`src/rtl/trig_fire_gen.sv`:
```
// Masked coincidence trigger (OR / AND / majority) with prescaler and re-arm.
// Emits a fixed-width firing pulse on masked outputs, then a dead time; also counters and LED heartbeat.
module trig_fire_gen #(
    parameter int unsigned NIN    = 16,
    parameter int unsigned NOUT   = 16,
    parameter int unsigned CW     = 8,
    parameter int unsigned HB_DIV = 100000000
) (
    input  logic                       clk,
    input  logic                       nrst,
    input  logic [NIN-1:0]             coax_in,
    input  logic [NIN-1:0]             in_mask,
    input  logic [1:0]                 mode,
    input  logic [$clog2(NIN+1)-1:0]   majn,
    input  logic [CW-1:0]              firingticks,
    input  logic [CW-1:0]              deadticks,
    input  logic [CW-1:0]              prescale,
    input  logic [NOUT-1:0]            out_mask,
    output logic [NOUT-1:0]            coax_out,
    output logic                       busy,
    output logic [31:0]                trig_count,
    output logic [31:0]                rej_count,
    output logic [3:0]                 led
);

    localparam int unsigned PW  = $clog2(NIN + 1);
    localparam int unsigned TW  = CW + 3;
    localparam int unsigned HBW = (HB_DIV > 1) ? $clog2(HB_DIV) : 1;

    typedef enum logic [1:0] {
        ST_READY  = 2'd0,
        ST_FIRING = 2'd1,
        ST_DEAD   = 2'd2
    } state_e;

    state_e          state_q, state_d;
    logic [NIN-1:0]  in_q;
    logic            armed_q, armed_d;
    logic [CW-1:0]   pscnt_q, pscnt_d;
    logic [TW-1:0]   tick_q, tick_d;
    logic [CW-1:0]   fire_sh_q, fire_sh_d;
    logic [CW-1:0]   dead_sh_q, dead_sh_d;
    logic [NOUT-1:0] omask_sh_q, omask_sh_d;
    logic [NOUT-1:0] coax_out_q, coax_out_d;
    logic            busy_q, busy_d;
    logic [31:0]     trig_q, trig_d;
    logic [31:0]     rej_q, rej_d;
    logic [3:0]      led_q, led_d;
    logic [HBW-1:0]  hb_q, hb_d;

    logic [NIN-1:0]  m_c;
    logic [PW-1:0]   pop_c;
    logic            cond_c;

    // Coincidence condition over the registered inputs
    always_comb begin
        m_c   = in_q & in_mask;
        pop_c = '0;
        for (int unsigned i = 0; i < NIN; i++) begin
            pop_c = pop_c + PW'(m_c[i]);
        end
        case (mode)
            2'd0:    cond_c = |m_c;
            2'd1:    cond_c = (m_c == in_mask) && (in_mask != '0);
            2'd2:    cond_c = (pop_c >= majn) && (majn != '0);
            default: cond_c = 1'b0;
        endcase
    end

    // Next-state: trigger FSM, prescaler, shadow config, counters
    always_comb begin
        state_d    = state_q;
        armed_d    = armed_q;
        pscnt_d    = pscnt_q;
        tick_d     = tick_q;
        fire_sh_d  = fire_sh_q;
        dead_sh_d  = dead_sh_q;
        omask_sh_d = omask_sh_q;
        coax_out_d = coax_out_q;
        trig_d     = trig_q;
        rej_d      = rej_q;
        case (state_q)
            ST_READY: begin
                if (!cond_c) begin
                    armed_d = 1'b1;
                end else if (armed_q) begin
                    armed_d = 1'b0;
                    if (pscnt_q == prescale) begin
                        state_d    = ST_FIRING;
                        pscnt_d    = '0;
                        tick_d     = '0;
                        trig_d     = trig_q + 32'd1;
                        fire_sh_d  = firingticks;
                        dead_sh_d  = deadticks;
                        omask_sh_d = out_mask;
                        coax_out_d = out_mask;
                    end else begin
                        pscnt_d = pscnt_q + CW'(1);
                        rej_d   = rej_q + 32'd1;
                    end
                end
            end
            ST_FIRING: begin
                if (tick_q == TW'(fire_sh_q)) begin
                    state_d    = ST_DEAD;
                    tick_d     = '0;
                    coax_out_d = '0;
                end else begin
                    tick_d = tick_q + TW'(1);
                end
            end
            ST_DEAD: begin
                // deadticks*4+1 cycles: tick runs 0 .. deadticks*4
                if (tick_q == {1'b0, dead_sh_q, 2'b00}) begin
                    state_d = ST_READY;
                    tick_d  = '0;
                end else begin
                    tick_d = tick_q + TW'(1);
                end
            end
            default: begin
                state_d    = ST_READY;
                tick_d     = '0;
                coax_out_d = '0;
            end
        endcase
        busy_d = (state_d == ST_FIRING) || (state_d == ST_DEAD);
    end

    // LED heartbeat: rotate the single zero every HB_DIV cycles
    always_comb begin
        hb_d  = hb_q + HBW'(1);
        led_d = led_q;
        if (hb_q == HBW'(HB_DIV - 1)) begin
            hb_d  = '0;
            led_d = {led_q[2:0], led_q[3]};
        end
    end

    always_ff @(posedge clk) begin
        if (!nrst) begin
            state_q    <= ST_READY;
            in_q       <= '0;
            armed_q    <= 1'b1;
            pscnt_q    <= '0;
            tick_q     <= '0;
            fire_sh_q  <= '0;
            dead_sh_q  <= '0;
            omask_sh_q <= '0;
            coax_out_q <= '0;
            busy_q     <= 1'b0;
            trig_q     <= '0;
            rej_q      <= '0;
            led_q      <= 4'b1110;
            hb_q       <= '0;
        end else begin
            state_q    <= state_d;
            in_q       <= coax_in;
            armed_q    <= armed_d;
            pscnt_q    <= pscnt_d;
            tick_q     <= tick_d;
            fire_sh_q  <= fire_sh_d;
            dead_sh_q  <= dead_sh_d;
            omask_sh_q <= omask_sh_d;
            coax_out_q <= coax_out_d;
            busy_q     <= busy_d;
            trig_q     <= trig_d;
            rej_q      <= rej_d;
            led_q      <= led_d;
            hb_q       <= hb_d;
        end
    end

    assign coax_out   = coax_out_q;
    assign busy       = busy_q;
    assign trig_count = trig_q;
    assign rej_count  = rej_q;
    assign led        = led_q;

endmodule

```
`config.mk`:
```
export PLATFORM = sky130hd
export DESIGN_NAME = trig_fire_gen
export DESIGN_NICKNAME = d
export VERILOG_FILES = /design/src/rtl/trig_fire_gen.sv
export SDC_FILE = /design/constraint.sdc
export NUM_CORES = 1
export LEC_CHECK = 0
export CORE_UTILIZATION = 55
export DETAILED_ROUTE_END_ITERATION = 10
export PLACE_DENSITY = 0.95
export SYNTH_ARGS = -nofsm -noshare
export SYNTH_HDL_FRONTEND = slang
export SYNTH_SLANG_ARGS = --single-unit
```
`constraint.sdc`:
```
create_clock -name clk -period 16.61 [get_ports clk]
set_input_delay 3.322 -clock clk [delete_from_list [all_inputs] [get_ports clk]]
set_output_delay 3.322 -clock clk [all_outputs]
set_load 0.02 [all_outputs]
```
## Word-level counts from Yosys, hierarchy flattened

Index checks and enable logic that the tools add are counted.

| word-level totals | value |
|---|---|
| bits in registers | 166 |
| bits of input ports | 81 |
| word-level logic and storage cells | 87 |
| output and inout port bits | 85 |

| cells by class | value |
|---|---|
| multiplexer cells | 20 |
| bitwise gates (word level) | 4 |
| equality and inequality tests | 15 |
| reduce and logical (&&, ||, !) cells | 14 |
| add/sub/neg operators | 20 |
| magnitude comparators | 1 |

Operators by type and width:

| kind | count |
|---|---|
| $add 32x1->32 const B | 2 |
| $mux 16 | 4 |
| $add 5x1->5 | 11 |
| $mux 11 | 5 |
| $pmux 16 s3 | 1 |
| $pmux 11 s3 | 1 |
| $add 27x1->27 const B | 1 |
| $eq 27x27->1 const B | 1 |
| $and 16x16->16 | 1 |
| $eq 16x16->1 | 1 |
| $reduce_bool 16->1 | 1 |
| $reduce_or 16->1 | 1 |
| $add 11x1->11 const B | 1 |
| $eq 11x10->1 | 1 |
| $eq 11x8->1 | 1 |
| $mux 2 | 5 |
| $add 8x1->8 const B | 1 |
| $eq 8x8->1 | 1 |
| $mux 8 | 1 |
| $ne 2x2->1 const B | 4 |
| $reduce_and 4->1 | 2 |
| $eq 2x1->1 const B | 3 |
| $eq 2x2->1 const B | 3 |
| $pmux 2 s3 | 1 |
| other kinds (15) | 20 |

## Longest topological paths before layout

Gate-level depths: netlist of run 1.

| logic depth | value |
|---|---|
| depth in word-level cells | 23 |
| depth in mapped cells | 25 |
| gate-level depth less buffers | 22 |

## Least setup slack after synthesis of run 1

Ideal clock, no wire load.

| timing path | value |
|---|---|
| path kind | input port to flip-flop |
| from | input port in_mask[1] |
| to | register coax_out_q[10] (netlist: coax_out[10]) |
| cell stages on the path | 20 |
| data required time | 16468 ps |
| slack | 8279 ps |
| buffers on the path | 3 |
| setup time | 142 ps |
| data arrival time | 8189 ps |
| cells stage by stage | and2_1 > fa_1 > inv_1 > fa_1 > fa_1 > inv_1 > fa_1 > ha_1 > fa_1 > ha_1 > a2111oi_0 > o311ai_1 > and2_1 > buf_1 > a41o_1 > and3b_1 > buf_6 > buf_8 > nand3_2 > a21oi_2 |

| on the way | value |
|---|---|
| cells in the longest elaborated chain, start to end | 21 |
| elaborated cells between the ends (all ways) | 25 |
| classes of those cells | add/sub (15); order compare (1); eq/ne (2); mux (1); bitwise (1); reduce/logical (5) |

Ends and longest elaborated chain:

| what | RTL line | source |
|---|---|---|
| start, declared | 12 | `input logic [NIN-1:0] in_mask,` |
| $and 16x16->16 | 57 | `m_c = in_q & in_mask;` |
| $add 1x1->2 | 60 | `pop_c = pop_c + PW'(m_c[i]);` |
| $add 2x1->3 | 60 |  |
| $add 3x1->4 | 60 |  |
| $add 4x1->5 | 60 |  |
| $add 5x1->5 (11 in a row) | 60 |  |
| $ge 5x5->1 | 65 | `2'd2: cond_c = (pop_c >= majn) && (majn != '0);` |
| $logic_and 1x1->1 | 65 |  |
| $pmux 1 s3 * | 62 | `case (mode)` |
| $ne 2x2->1 (no line) * | n/a |  |
| $reduce_and 5->1 (no line) * | n/a |  |
| end signal, assigned | 165 | `coax_out_q <= coax_out_d;` |
| end, declared | 44 | `logic [NOUT-1:0] coax_out_q, coax_out_d;` |

Mark *: on every way between the ends. The rest lies on a longest branch, timed or not.
A chain may end at the register's enable or synchronous reset.

## Final worst setup path of run 1

| timing path | value |
|---|---|
| from | input port in_mask[0] |
| to | register coax_out_q[4] (netlist: coax_out[4]) |

The elaborated chain is that of the path after synthesis.

==> reports/results.txt, run 1 <==
The share of total power consumed by net switching came out at 24.5%. Critical path capture point type: a flip-flop. Summed over all nets, wire length on met3 after detailed routing comes to 1080 microns.

The number of pins exceeding their max-slew limit in the final report came out at 0. The synthesized netlist contains 56 unique library cells. The ratio of cells with drive above 1 in the final layout is 6.83%. The commonest cells after synthesis are dfxtp_1, nor2_1, xnor2_1. The dominant synthesized flop cell was dfxtp_1. In this run the post-CTS setup repair buffer count came out at 0. Sequential cells burn 47.1% of the power. In the final layout, flip-flops and latches occupy 3320 sq um. The tools report the relative slew slack as 13.8%. CTS saw 166 sinks. The congestion estimate from routability-driven global placement came to 0.879. The placement row count came out at 44. In this run the top signal layer used is met5. Buffers inserted during clock tree synthesis total 17. Source-to-sink clock delay at the later pin of the worst-skew pair: 430 ps. Measured along the y axis, the die boundary spans 124 microns. The sequential fraction of the synthesis area is 40.4%, and the routed length on met2 is 9900 microns. The maximum achievable frequency came out at 106 MHz. The proportion of register bits with asynchronous set or reset after synthesis was 0%. The area growth from synthesis to layout is 27.9%. For this block, the routed nets add up to 20000 microns of wire. The logs give 9740 ps for the arrival time at the worst endpoint and 0 for the number of nets with antenna violations after routing.

For this block, the initial DRC count from the detailed router was 498. The filler cells instantiated in the layout total 1089. The number of gates resized after CTS was 0. Cell with the most instances after synthesis: dfxtp_1. The synthesized net count is 1049. Across every metal layer, demand over resource in global routing totals 26.3%. The via count of the first global-routing pass was 6759; the synthesized area divided by synthesized cell count was 8.78 sq um. In the final routing, the length of wire on met1 measures 8580 microns.

For the pin with the worst max-slew slack, the measured transition is 1280 ps. For the area of the core region, the log shows 14500 sq um. Along the worst path, the maximum fanout reaches 16. The run gives 4520 sq um as the area used by multi-input combinational logic.

The count of endpoints failing hold in the final timing report was 0; the count of buffers inserted at the top-level ports was 165. Summed over all layers, the global routing overflow is 0. The effective utilization at floorplan was 56.6%. Of the available clock period, the critical path in the final layout requires 56.6%.

The root buffer cell chosen for the clock tree is clkbuf_16. After routing, the total negative slack on setup checks comes to 0 ps. TritonCTS built the clock tree.

The logs give 3.78 nW for the total leakage power and 166 for the I/O pin count. The area of the mapped netlist was 8220 sq um. 0 antenna diodes ended up in the layout. The net switching power is 0.000211 W, and the worst clock skew is 10.2 ps.

Setup violations remaining at the end of the flow were counted as 0. Entering global routing, the biggest net connects 78 pins. The critical path is of the input port to flip-flop type. For this run, the number of Yosys warnings is 0. Setup repair after global routing left no endpoint under its margin. The worst setup path is launched from an input port.

The flow ran to the end, and the final reports show no timing, DRC or antenna violations. The path class of the tightest hold or removal check is flip-flop to flip-flop. Internal power summed over all cells: 0.000648 W. After clock tree synthesis, the clock-pin slew on the worst setup and hold paths is 70 ps.

The post-DP HPWL was 14100 microns. The die boundary width works out to 124 microns. The tool flagged a number of max-cap violations equal to 0.

After detailed routing, the average wire length per cell comes to 15.6 microns. The longest clock path from root to sink contains 2 buffers. The leading area contributor after synthesis is dfxtp_1. The share of Yosys cell area claimed by the top area cell type was 40.4%; the number of synthesized flops with an enable pin was 0.

IR analysis of the VDD net gives a maximum drop of 94.8 uV. For the net count of the finished layout, the log shows 1197. After synthesis, the cell types taking the most area are dfxtp_1, xnor2_1, nor2_1. The first global-routing pass estimated 33200 microns of wire. The count of state elements after synthesis is 166. The via count is 7057. For this run, design rule violations remaining after detail routing come to 0. The part of the power in the clock network is 44.5%.

In this run, the combinational gates consume 8.4% of the power. The floorplan step defined a die boundary enclosing 15400 sq um. The number of cells produced by synthesis is 937. The logs give 2 for the number of antenna violations at the first check in global routing and 16950 ps for the worst endpoint required time. Using the TritonRoute via totals, the vias-per-cell ratio works out to 5.50.

The first TritonRoute pass finished after 5 iterations. The post-layout utilization of the core was 72.3%; the number of H-tree branching levels was 4. The number of buffers inserted by hold repair at cts is 0, and the final period demand of the worst path is 9390 ps.

For this design the ratio of total power to cell area is 81.7 nW/um^2.
==> area by class of cell <==
type	count	area share, %
inverter	48	1.73
tap	184	2.19
multi-input combinational	683	43.0
clock buffer	17	4.05
sequential	166	31.6
clock inverter	15	1.42
timing repair buffer	169	16.0
==> power groups by stage <==
| stage | Combinational (W) | Clock [W] | Sequential [W] |
|---|---|---|---|
| floorplan | 0.0000385 | 0 | 0.000413 |
| global placement | 0.0000681 | 0 | 0.000413 |
| detailed placement | 0.0000704 | 0 | 0.000414 |
| CTS | 0.0000727 | 0.000387 | 0.000405 |
| global route | 0.0000803 | 0.000407 | 0.000405 |
| finish | 0.0000721 | 0.000382 | 0.000405 |
==> cells in the final DEF, fill, tap and decap left out, types with 4 or more instances in the layout <==
cell / count
a2111oi_1: 4
a21oi_1: 31
a21oi_2: 10
and2_1: 37
and3_1: 22
and4_1: 5
buf_4: 4
clkbuf_16: 17
clkdlybuf4s50_1: 165
clkinvlp_4: 6
dfxtp_1: 166
fa_1: 10
ha_1: 21
inv_1: 47
inv_6: 5
mux2i_1: 24
nand2_1: 60
nand2b_1: 6
nand3_1: 34
nand3_2: 11
nand4_1: 38
nor2_1: 125
nor2b_1: 19
nor3_1: 24
nor3b_1: 4
nor4_1: 12
o21ai_0: 24
or3_1: 19
or3b_2: 4
xnor2_1: 62
xor2_1: 46
==> metal layers <==
layer / GRT usage, % / vias up
li1: - / 3453
met1: 32.6 / 3362
met2: 44.8 / 211
met3: 5.97 / 29
met4: 9.28 / 2
met5: 0 / -
==> state kept, by name (all words and copies together), names as in the netlist <==
register / cells
hb_q: 27
fire_sh_q: 8
in_q: 16
armed_q: 1
tick_q: 11
rej_count: 32
busy: 1
led: 4
state_q: 2
trig_count: 32
pscnt_q: 8
dead_sh_q: 8
coax_out: 16
==> path summary, 6_finish.rpt <==
| check | depth (start not counted) | to | start | slack, ps |
|---|---|---|---|---|
| setup / recovery | 21 | coax_out[4] | in_mask[0] | 7220 |
| hold / removal | 2 | coax_out[15] | coax_out[15] | 450 |
| setup reg to reg | 20 | coax_out[4] | in_q[0] | 10260 |
| hold reg to reg | 2 | coax_out[15] | coax_out[15] | 450 |
==> worst max-delay path: stages <==
cell and delay, ps:
clkdlybuf4s50_1 470, nand2_1 140, inv_1 80, fa_1 540, inv_1 60, fa_1 510, fa_1 550, inv_1 60
fa_1 490, ha_1 260, fa_1 400, a21oi_1 160, nor2b_1 70, ha_1 260, o21ai_0 70, o311ai_1 320
and2_1 370, a41o_1 550, and3b_1 740, nand3_1 140, a21oi_1 190
==> per-stage QoR <==
stage               cells  total power [W]  worst slack (ps)  hold WS, ps  cell area [sq um]
finish               1282         0.000859              7220          454              10500
global route         1282         0.000892              6830          478              10500
detailed placement   1250         0.000484              6880          449               9940
global placement     1250         0.000482              7010          431               9940
floorplan             937         0.000452              8280          418               8220
CTS                  1282         0.000864              7240          459              10500
==> cell families (layout without fill, tap and decap cells) <==
| logic type | after synthesis | in the layout | share of synthesized area (%) |
|---|---|---|---|
| multiplexers | 24 | 24 | 2.92 |
| AO/OA/AOI/OAI | 80 | 80 | 6.13 |
| buffers and inverters | 88 | 249 | 4.56 |
| XOR/XNOR | 108 | 108 | 11.5 |
| adder cells (fa/ha/maj) | 31 | 31 | 5.63 |
| flip-flops | 166 | 166 | 40.4 |
| AND/OR/NAND/NOR | 440 | 440 | 28.8 |
No activity file was read; power rests on OpenSTA's default activity.
==> run 2: changes to the inputs <==
CORE_UTILIZATION = 47   (was 55)
PLACE_DENSITY = 0.87   (was 0.95)
clock period = 8.2 ns   (was 16.61 ns; I/O delays follow)
==> run 2 against run 1 <==
  * First-iteration DRC count down 30%
  * Count of clock-buffer cells in the layout is 2 higher
  * Critical path type unchanged
  * Combinational power increased by 98%
  * Sequential share of layout area down 0.21 points
  * Power rose by 100%
  * Global-route usage is 3.8 points lower
  * Utilization fell by 9.4 points
  * Highest routed layer unchanged
  * Cell count increased by 3.0%
==> reports/results.txt, run 2 (same netlist as run 1, synthesis figures left out) <==
The run finished with clean final reports. The number of buffers inserted by hold repair at cts is 0, and the routed wirelength normalized by instance count is 15.0 microns. The number of clock sinks was 166. The pin slew with the least headroom to its limit came out at 1130 ps. The count of endpoints failing hold in the final timing report came out at 0. The total overflow left after global routing is 0. For the number of antenna violations at the first check in global routing, the log shows 2. The number of buffers added for setup after CTS is 0. The final critical path takes up 87.5% of the cycle. The worst setup path is captured at a flip-flop. STA puts the critical path data required time at 8490 ps.

Dividing total power by cell area gives a power density of 164 nW/um^2. The critical path starts at in_mask[0]. Adding up every negative setup slack in the final design gives 0 ps. In this run the tool buffered the top-level ports with 165 buffer cells.

The ratio of routed vias to standard cells came out at 5.22. The run gives 6901 as the via count. The startpoint identified for the worst hold timing path is hb_q[0]. For the count of max-cap constraint violations, the log shows 0. Walking the worst path, the cells encountered are clkdlybuf4s50_1 -> nand2_1 -> inv_1 -> fa_1 -> inv_1 -> fa_1 -> fa_1 -> inv_1 -> fa_1 -> ha_1 -> fa_1 -> a21oi_1 -> nor2b_1 -> ha_1 -> o21ai_0 -> o311ai_1 -> and2_1 -> nand4_2 -> nor4_1 -> xnor2_1 -> nor2_1. For the total global routing track utilization, the log shows 22.5%. The logs give 3.81 nW for the total leakage power and 48.9% for the effective utilization at floorplan. The type of the most critical hold path was flip-flop to flip-flop. Worst clock skew: 15.6 ps. The root cell of the clock tree is clkbuf_16. Startpoint of the worst register-to-register path: in_q[0]. Of the cells placed in the final design, the portion with a size suffix greater than 1 is 6.91%. The worst setup path is of the input port to flip-flop kind. The tools report the maximum count of clock buffers along a single path as 2. Summing all multi-input logic gate instances after layout gives 4520 sq um. The placement row count was 47; the die extent in y was 134 microns. Via count of the first global-routing pass: 6588. For this run, design rule violations remaining after detail routing come to 0. Among cell families on the critical path, the largest total delay comes from adder cells. The tightest hold path in the finished design has a slack of 452 ps.

The die boundary width came out at 134 microns. Detailed placement ended at an HPWL of 14100 microns. The number of pins exceeding their max-slew limit in the final report came out at 0.

The library cell used most frequently in the layout, excluding fill and tap cells, is dfxtp_1. The first global-routing pass estimated 32500 microns of wire. Together, buffers and inverters on the worst path number 4. The run gives 154 uV as the worst ir drop on vdd.

On the worst path, the slowest cell contributes a delay of 560 ps. Final count of negative-setup-slack endpoints: 0. For this run, the top clock speed supported by timing is 139 MHz. The number of H-tree branching levels was 4. The number of detailed-route iterations in the first pass came out at 5.

TritonCTS built the clock tree. The layout filler cell count is 1401. The run gives 16800 sq um as the area of the core region. The clock buffer count from CTS was 17; the area growth from synthesis to layout was 28.7%.

For the relative slew slack, the log shows 24.0%. Pin placement for this block handled 166 I/O pins. The smallest clock period supported by the final layout is computed as 7180 ps. Clock-pin slew was measured on the worst setup and hold paths at 70 ps.

The slowest stage of the critical path belongs to the cell fa_1. The worst setup path is launched from an input port. The DRC marker count from the first detailed-route iteration is 350, and the arrival time at the worst endpoint is 7460 ps. Post-CTS repair changed the size of 0 cells.

Entering global routing, the biggest net connects 67 pins. In the layout the commonest cells are dfxtp_1, clkdlybuf4s50_1, nor2_1. The cell that appears most often on the critical path is fa_1. The worst-path maximum fanout was 19; the net count of the finished layout was 1200.

The logs give 430 ps for the source-to-sink clock delay at the later pin of the worst-skew pair and 19900 microns for the overall routed net length. Setup repair after global routing left no endpoint under its margin. Routability-driven placement finished with a final weighted congestion of 0.898. The logs give 0.00173 W for the overall power consumption and 18000 sq um for the die area. In the final layout, flip-flops and latches occupy 3320 sq um.

Once detail routing completed, the nets flagged for antenna violations numbered 0.
## run 2: cell count changes in the layout (fill, tap and decap cells not counted)
cell,previous run,this run
clkinvlp_4,6,2
clkinv_2,2,3
diode_2,0,1
clkinv_8,1,0
buf_12,0,1
clkbuf_1,0,1
clkbuf_8,0,1
clkinv_4,1,2
inv_8,0,1
inv_6,5,4
buf_4,4,6
## run 2: final cells by class
class | instances | share of cell area (%)
antenna | 1 | 0.0236
clock buffer | 19 | 4.18
clock inverter | 12 | 1.12
inverter | 48 | 1.71
multi-input combinational | 683 | 42.7
sequential | 166 | 31.4
tap | 220 | 2.60
timing repair buffer | 172 | 16.2
## run 2: layer usage
layer	routed length [microns]	up-vias	global-route usage (%)
li1	-	3470	-
met1	9060	3253	29.3
met2	9600	160	36.9
met3	948	16	5.14
met4	248	2	6.99
met5	11	-	0
## run 2: through the flow
stage,worst slack (ps),cells,area [sq um],utilization (%)
after floorplan,1550,937,8220,-
after global placement,694,1289,10000,59.6
after detailed placement,614,1289,10000,59.6
after CTS,1020,1320,10600,62.9
after global routing,651,1321,10600,62.9
final,1020,1321,10600,62.9
## run 2: path summary, 6_finish.rpt
kind | end | slack (ps) | cells after the start
setup / recovery | trig_count[25] | 1020 | 21
hold / removal | hb_q[0] | 450 | 1
setup reg to reg | trig_count[25] | 2350 | 20
hold reg to reg | hb_q[0] | 450 | 1
## run 2: power by group
| part | internal [W] | switching [W] |
|---|---|---|
| Sequential | 0.000814 | 0.00000583 |
| Clock | 0.000430 | 0.000343 |
| Combinational | 0.0000738 | 0.0000690 |
| Total | 0.00132 | 0.000417 |
